$ cat src/rtl/conv1d_2nd_data_ram_writer.sv
// Purpose: pool 2:1 (signed max, optional ReLU via POOL_RELU_EN) the layer-1 stream into the layer-2 data RAM.
// Latency: the RAM write is visible the cycle after the second sample of a pair; Done follows one cycle later.
// Backpressure: In_Ready is high for the whole frame; In_Valid low just holds state, and no writes occur in gaps.
module conv1d_2nd_data_ram_writer #(
    parameter int Bit_width    = 16,
    parameter int Num_Channels = 8,
    parameter int Out_Width    = 256
) (
    input  logic                 CLK,
    input  logic                 RST_N,
    input  logic                 Start,
    input  logic                 In_Valid,
    input  logic [Bit_width-1:0] In_Data,
    output logic                 In_Ready,
    output logic                 Write_Enable,
    output logic [2:0]           Write_Depth,
    output logic [7:0]           Write_Width,
    output logic [Bit_width-1:0] Write_Data,
    output logic                 Busy,
    output logic                 Done
);

    localparam logic [2:0] LAST_CHAN = 3'(Num_Channels - 1);
    localparam logic [7:0] LAST_WID  = 8'(Out_Width - 1);

    typedef enum logic [1:0] {
        S_IDLE   = 2'd0,
        S_FIRST  = 2'd1,
        S_SECOND = 2'd2,
        S_DONE   = 2'd3
    } state_t;

    state_t               state_q, state_d;
    logic [2:0]           chan_q, chan_d;
    logic [7:0]           wid_q, wid_d;
    logic [Bit_width-1:0] held_q, held_d;
    logic                 we_q, we_d;
    logic [2:0]           depth_q, depth_d;
    logic [7:0]           width_q, width_d;
    logic [Bit_width-1:0] data_q, data_d;
    logic                 busy_q, busy_d;
    logic                 done_q, done_d;
    logic                 ready;
    logic [Bit_width-1:0] max_v;
    logic [Bit_width-1:0] pool_v;

    // Pooled value of the held sample and the incoming one; ties keep the held sample.
    always_comb begin
        max_v = ($signed(In_Data) > $signed(held_q)) ? In_Data : held_q;
`ifdef POOL_RELU_EN
        pool_v = max_v[Bit_width-1] ? '0 : max_v;
`else
        pool_v = max_v;
`endif
    end

    // Next-state, counter and write-port logic for the pairing FSM.
    always_comb begin
        state_d = state_q;
        chan_d  = chan_q;
        wid_d   = wid_q;
        held_d  = held_q;
        we_d    = 1'b0;
        depth_d = depth_q;
        width_d = width_q;
        data_d  = data_q;
        busy_d  = busy_q;
        done_d  = 1'b0;
        ready   = 1'b0;
        case (state_q)
            S_IDLE: begin
                if (Start) begin
                    chan_d  = 3'd0;
                    wid_d   = 8'd0;
                    busy_d  = 1'b1;
                    state_d = S_FIRST;
                end
            end
            S_FIRST: begin
                ready = 1'b1;
                if (In_Valid) begin
                    held_d  = In_Data;
                    state_d = S_SECOND;
                end
            end
            S_SECOND: begin
                ready = 1'b1;
                if (In_Valid) begin
                    we_d    = 1'b1;
                    data_d  = pool_v;
                    depth_d = chan_q;
                    width_d = wid_q;
                    // Pairs never straddle channels, so the width wrap is the channel step.
                    if (wid_q == LAST_WID) begin
                        wid_d  = 8'd0;
                        chan_d = chan_q + 3'd1;
                    end else begin
                        wid_d = wid_q + 8'd1;
                    end
                    if ((chan_q == LAST_CHAN) && (wid_q == LAST_WID)) begin
                        state_d = S_DONE;
                    end else begin
                        state_d = S_FIRST;
                    end
                end
            end
            S_DONE: begin
                done_d  = 1'b1;
                busy_d  = 1'b0;
                state_d = S_IDLE;
            end
            default: begin
                state_d = S_IDLE;
            end
        endcase
    end

    // State and output registers; reset discards any half-pooled pair.
    always_ff @(posedge CLK or negedge RST_N) begin
        if (!RST_N) begin
            state_q <= S_IDLE;
            chan_q  <= 3'd0;
            wid_q   <= 8'd0;
            held_q  <= '0;
            we_q    <= 1'b0;
            depth_q <= 3'd0;
            width_q <= 8'd0;
            data_q  <= '0;
            busy_q  <= 1'b0;
            done_q  <= 1'b0;
        end else begin
            state_q <= state_d;
            chan_q  <= chan_d;
            wid_q   <= wid_d;
            held_q  <= held_d;
            we_q    <= we_d;
            depth_q <= depth_d;
            width_q <= width_d;
            data_q  <= data_d;
            busy_q  <= busy_d;
            done_q  <= done_d;
        end
    end

    assign In_Ready     = ready;
    assign Write_Enable = we_q;
    assign Write_Depth  = depth_q;
    assign Write_Width  = width_q;
    assign Write_Data   = data_q;
    assign Busy         = busy_q;
    assign Done         = done_q;

endmodule

$ cat config.mk
export PLATFORM = sky130hd
export DESIGN_NAME = conv1d_2nd_data_ram_writer
export DESIGN_NICKNAME = d
export VERILOG_FILES = /design/src/rtl/conv1d_2nd_data_ram_writer.sv
export SDC_FILE = /design/constraint.sdc
export NUM_CORES = 1
export LEC_CHECK = 0
export BUFFER_PORTS_ARGS = -buffer_cell sky130_fd_sc_hd__buf_2
export CAP_MARGIN = 20
export CORE_MARGIN = 4
export CORE_UTILIZATION = 50
export CTS_CLUSTER_SIZE = 8
export DETAILED_ROUTE_END_ITERATION = 8
export GPL_ROUTABILITY_DRIVEN = 0
export GPL_TIMING_DRIVEN = 0
export PLACE_DENSITY = 0.72
export SLEW_MARGIN = 10
export SYNTH_ARGS = -nofsm -noshare
export SYNTH_HDL_FRONTEND = slang
export SYNTH_SLANG_ARGS = --single-unit
$ cat constraint.sdc
create_clock -name CLK -period 2.08 [get_ports CLK]
set_input_delay 0.312 -clock CLK [delete_from_list [all_inputs] [get_ports CLK]]
set_output_delay 0.312 -clock CLK [all_outputs]
set_load 0.1 [all_outputs]
==> impl_results.md <==
* Routed vias at 2302
* GRT overflow at 0
* Adder-cell share of the synthesized area at 9.65%
* Count of cell types in the netlist at 36
* Synth top area cells: dfrtp_1 (50%), ha_1 (9.7%), mux2_2 (7.6%)
* Largest family of logic cells by synthesized area: compound AO/OA/AOI/OAI gates
* Final nets at just under 400
* Min-delay worst type: primary input to async pin
* Final Hold Viols at 0
* Worst Path Arrival at around 2.6 ns
* Die Span Y at ~85 um
* Pin count of the biggest net entering global routing at 60
* Clock root buffer: clkbuf_8
* Util after Layout at between 60% and 70%
* Skew-Pair Late Insertion Delay at 0.33 ns
* Synth Area in Simple Gates at a little under an eighth
* H-tree levels at 3
* EDFF count, synth at 0
* DRC viols at 0
* Initial drt markers at 96
* Total I/O pin count at 51
* Ys async rst share at 100%
* Syn avg cell area at 11.1 um2
* Unrepaired setup endpoints after global routing: yes
* Synth Area in XOR/XNOR at approximately 1.2%
* Clock Path Buffers at 2
* Achievable Freq at roughly 430 MHz
* R2R setup slack at -0.25 ns
* Vias in the first global route at between 2k and 2.5k
* 1st-pass router iterations at 5
* DIE WIDTH at roughly 85 um
* Yosys top cell by area: dfrtp_1
* Dpl ws at -0.383 ns
* GRT Resource Usage Total at approximately 20%
* Final WL at roughly 7000 um
* Ys flop type: dfrtp_1
* FF+latch count, synth at 59
* Reg-to-Reg End: Write_Data[13]
* Crit Path Category: flip-flop to flip-flop
* Reg-to-reg critical path startpoint: held_q[9]
* WL/cell at 16.6 um
* Worst-Margin Slew at about 0.74 ns
* Mean number of vias per cell at around 5.4
* Port-buffer cells at between 40 and 50
* Top cell type's share of synthesized area at 49.5%
* Die area at approximately 0.0073 mm2
* Worst EP required at around 2.3 ns
* Clk slew on worst S/H paths at around 0.060 ns
* Most frequent cells after synthesis: dfrtp_1 (59), inv_1 (27), ha_1 (23)
* Startpoint types: flip-flop
* Layout Skew at slightly above 0.008 ns
* Mapped Nets at roughly 310
* HPWL Detailed at 4380 um
* Post-Syn Area at 0.00298 mm2
* Status: complete, but fails checks
* Initial antenna violation count at 0
* Cts bufs inserted at 9
* Final Setup Violations at 16
* CTS Sinks at between 50 and 60
* Min cycle time layout at 2.33 ns
* Layout cell share with drive strength beyond 1 at between 40% and 50%
* Synth Area in Compound Gates at 15.5%
* Crit path max fanout at 5
* Mux cell area share after synthesis at between 7 and 8%
* Synth Instances at 269
* Crit path capture type: flip-flop
* Failing checks: setup timing
* First-pass GRT wire length at ~12000 um
* Area grow syn2layout at 31.6%
* Max Slew Vio Count at 0
* # rows at 27
* Post-synthesis sequential area ratio at 49.5%
* Count leader, synth: dfrtp_1
* Period utilisation layout at 112%
* Synth warnings at 0
* CTS tree: done
* Antenna viol nets, final at 0
* R2R depth at 9
* Post-CTS Hold Buffers at 0
* Core ar. at about 0.0056 mm2
* Final worst slack at -0.251 ns
* Worst slew margin at 50.4%
* # Max-Cap Violations at 0
* Inserted Diodes at 0
* Initial Util at a little over half
cells by family (layout without fill, tap and decap cells):
family / count (synthesis) / count (layout)
and+or+nand+nor: 70 / 70
buffers and inverters: 36 / 119
xor gates and xnor gates: 4 / 4
AOI/OAI and AO/OA: 57 / 57
DFF: 59 / 59
adders and majority gates: 23 / 23
muxes: 20 / 20
worst max path at each step:
stage | start | endpoint | slack [ns] | cells past startpoint
floorplan | held_q[9] | Write_Data[10] | -0.09 | 9
global placement | In_Data[15] | Write_Data[14] | -0.37 | 9
detailed placement | In_Data[15] | Write_Data[12] | -0.38 | 9
CTS | held_q[10] | Write_Data[14] | -0.23 | 9
global route | held_q[6] | Write_Data[1] | -0.32 | 10
finish | held_q[9] | Write_Data[13] | -0.25 | 9
critical path, stage by stage, from the launching register on:
cell and delay, ns:
dfrtp_1 0.39, inv_2 0.07, ha_4 0.20, a21oi_2 0.15, nor3_2 0.06, a211o_1 0.28, a211o_1 0.31, a211o_4 0.40
buf_16 0.16, o221a_1 0.21
cell usage in the layout (no fill, tap or decap), types with 12 or more instances in the layout:
master / instances
dfrtp_1: 58
buf_2: 48
clkbuf_8: 12
ha_1: 13
buf_4: 14
o21ai_0: 15
inv_1: 20
nand2b_1: 16
o221a_1: 13
nand2_1: 18
mux2_2: 20
final cells by class:
cell class / count / area (um2)
sequential: 59 / 1480
tap: 72 / 90.1
clock inverter: 2 / 10.0
inverter: 27 / 101
fill: 417 / 1720
buffer: 8 / 52.6
clock buffer: 13 / 169
timing repair buffer: 69 / 467
multi-input combinational: 174 / 1560
stage by stage:
stage | TNS, ns | hold slack (ns) | area, um2 | instances
after floorplan | -0.922 | 0.0164 | 3020 | 269
after global placement | -5.43 | 0.460 | 3350 | 390
after detailed placement | -5.99 | 0.430 | 3360 | 390
after CTS | -3.38 | 0.0761 | 3850 | 419
after global routing | -4.71 | 0.0989 | 3920 | 424
final | -3.80 | 0.0506 | 3920 | 424
metal layers:
layer | share of wire, % | vias up | global-route usage, % | routed length, um
met2 | 50 | 52 | 35.4 | 3540
met5 | 0 | - | 0 | 0
met4 | 2.1 | 0 | 6.62 | 149
met3 | 4.1 | 16 | 5.24 | 290
met1 | 43 | 1129 | 25.1 | 3040
li1 | - | 1105 | - | -
sequential cells by signal (all words and copies together), names as in the netlist:
register and cells:
held_q 16, chan_q 3, Write_Width 8, Busy 1, Write_Data 16, wid_q 8
state_q 2, Write_Enable 1, Write_Depth 3, Done 1
timing repair:
item / 4_1_cts / 5_1_grt
setup endpoints to repair: 31 / 33
pin swaps: 25 / 3
buffers inserted: 13 / 5
gates resized for setup: 29 / 13
cloned: 2 / 0
Power is not shown: default switching activity piles up to over one toggle a cycle in this logic, so the estimate is an artifact.
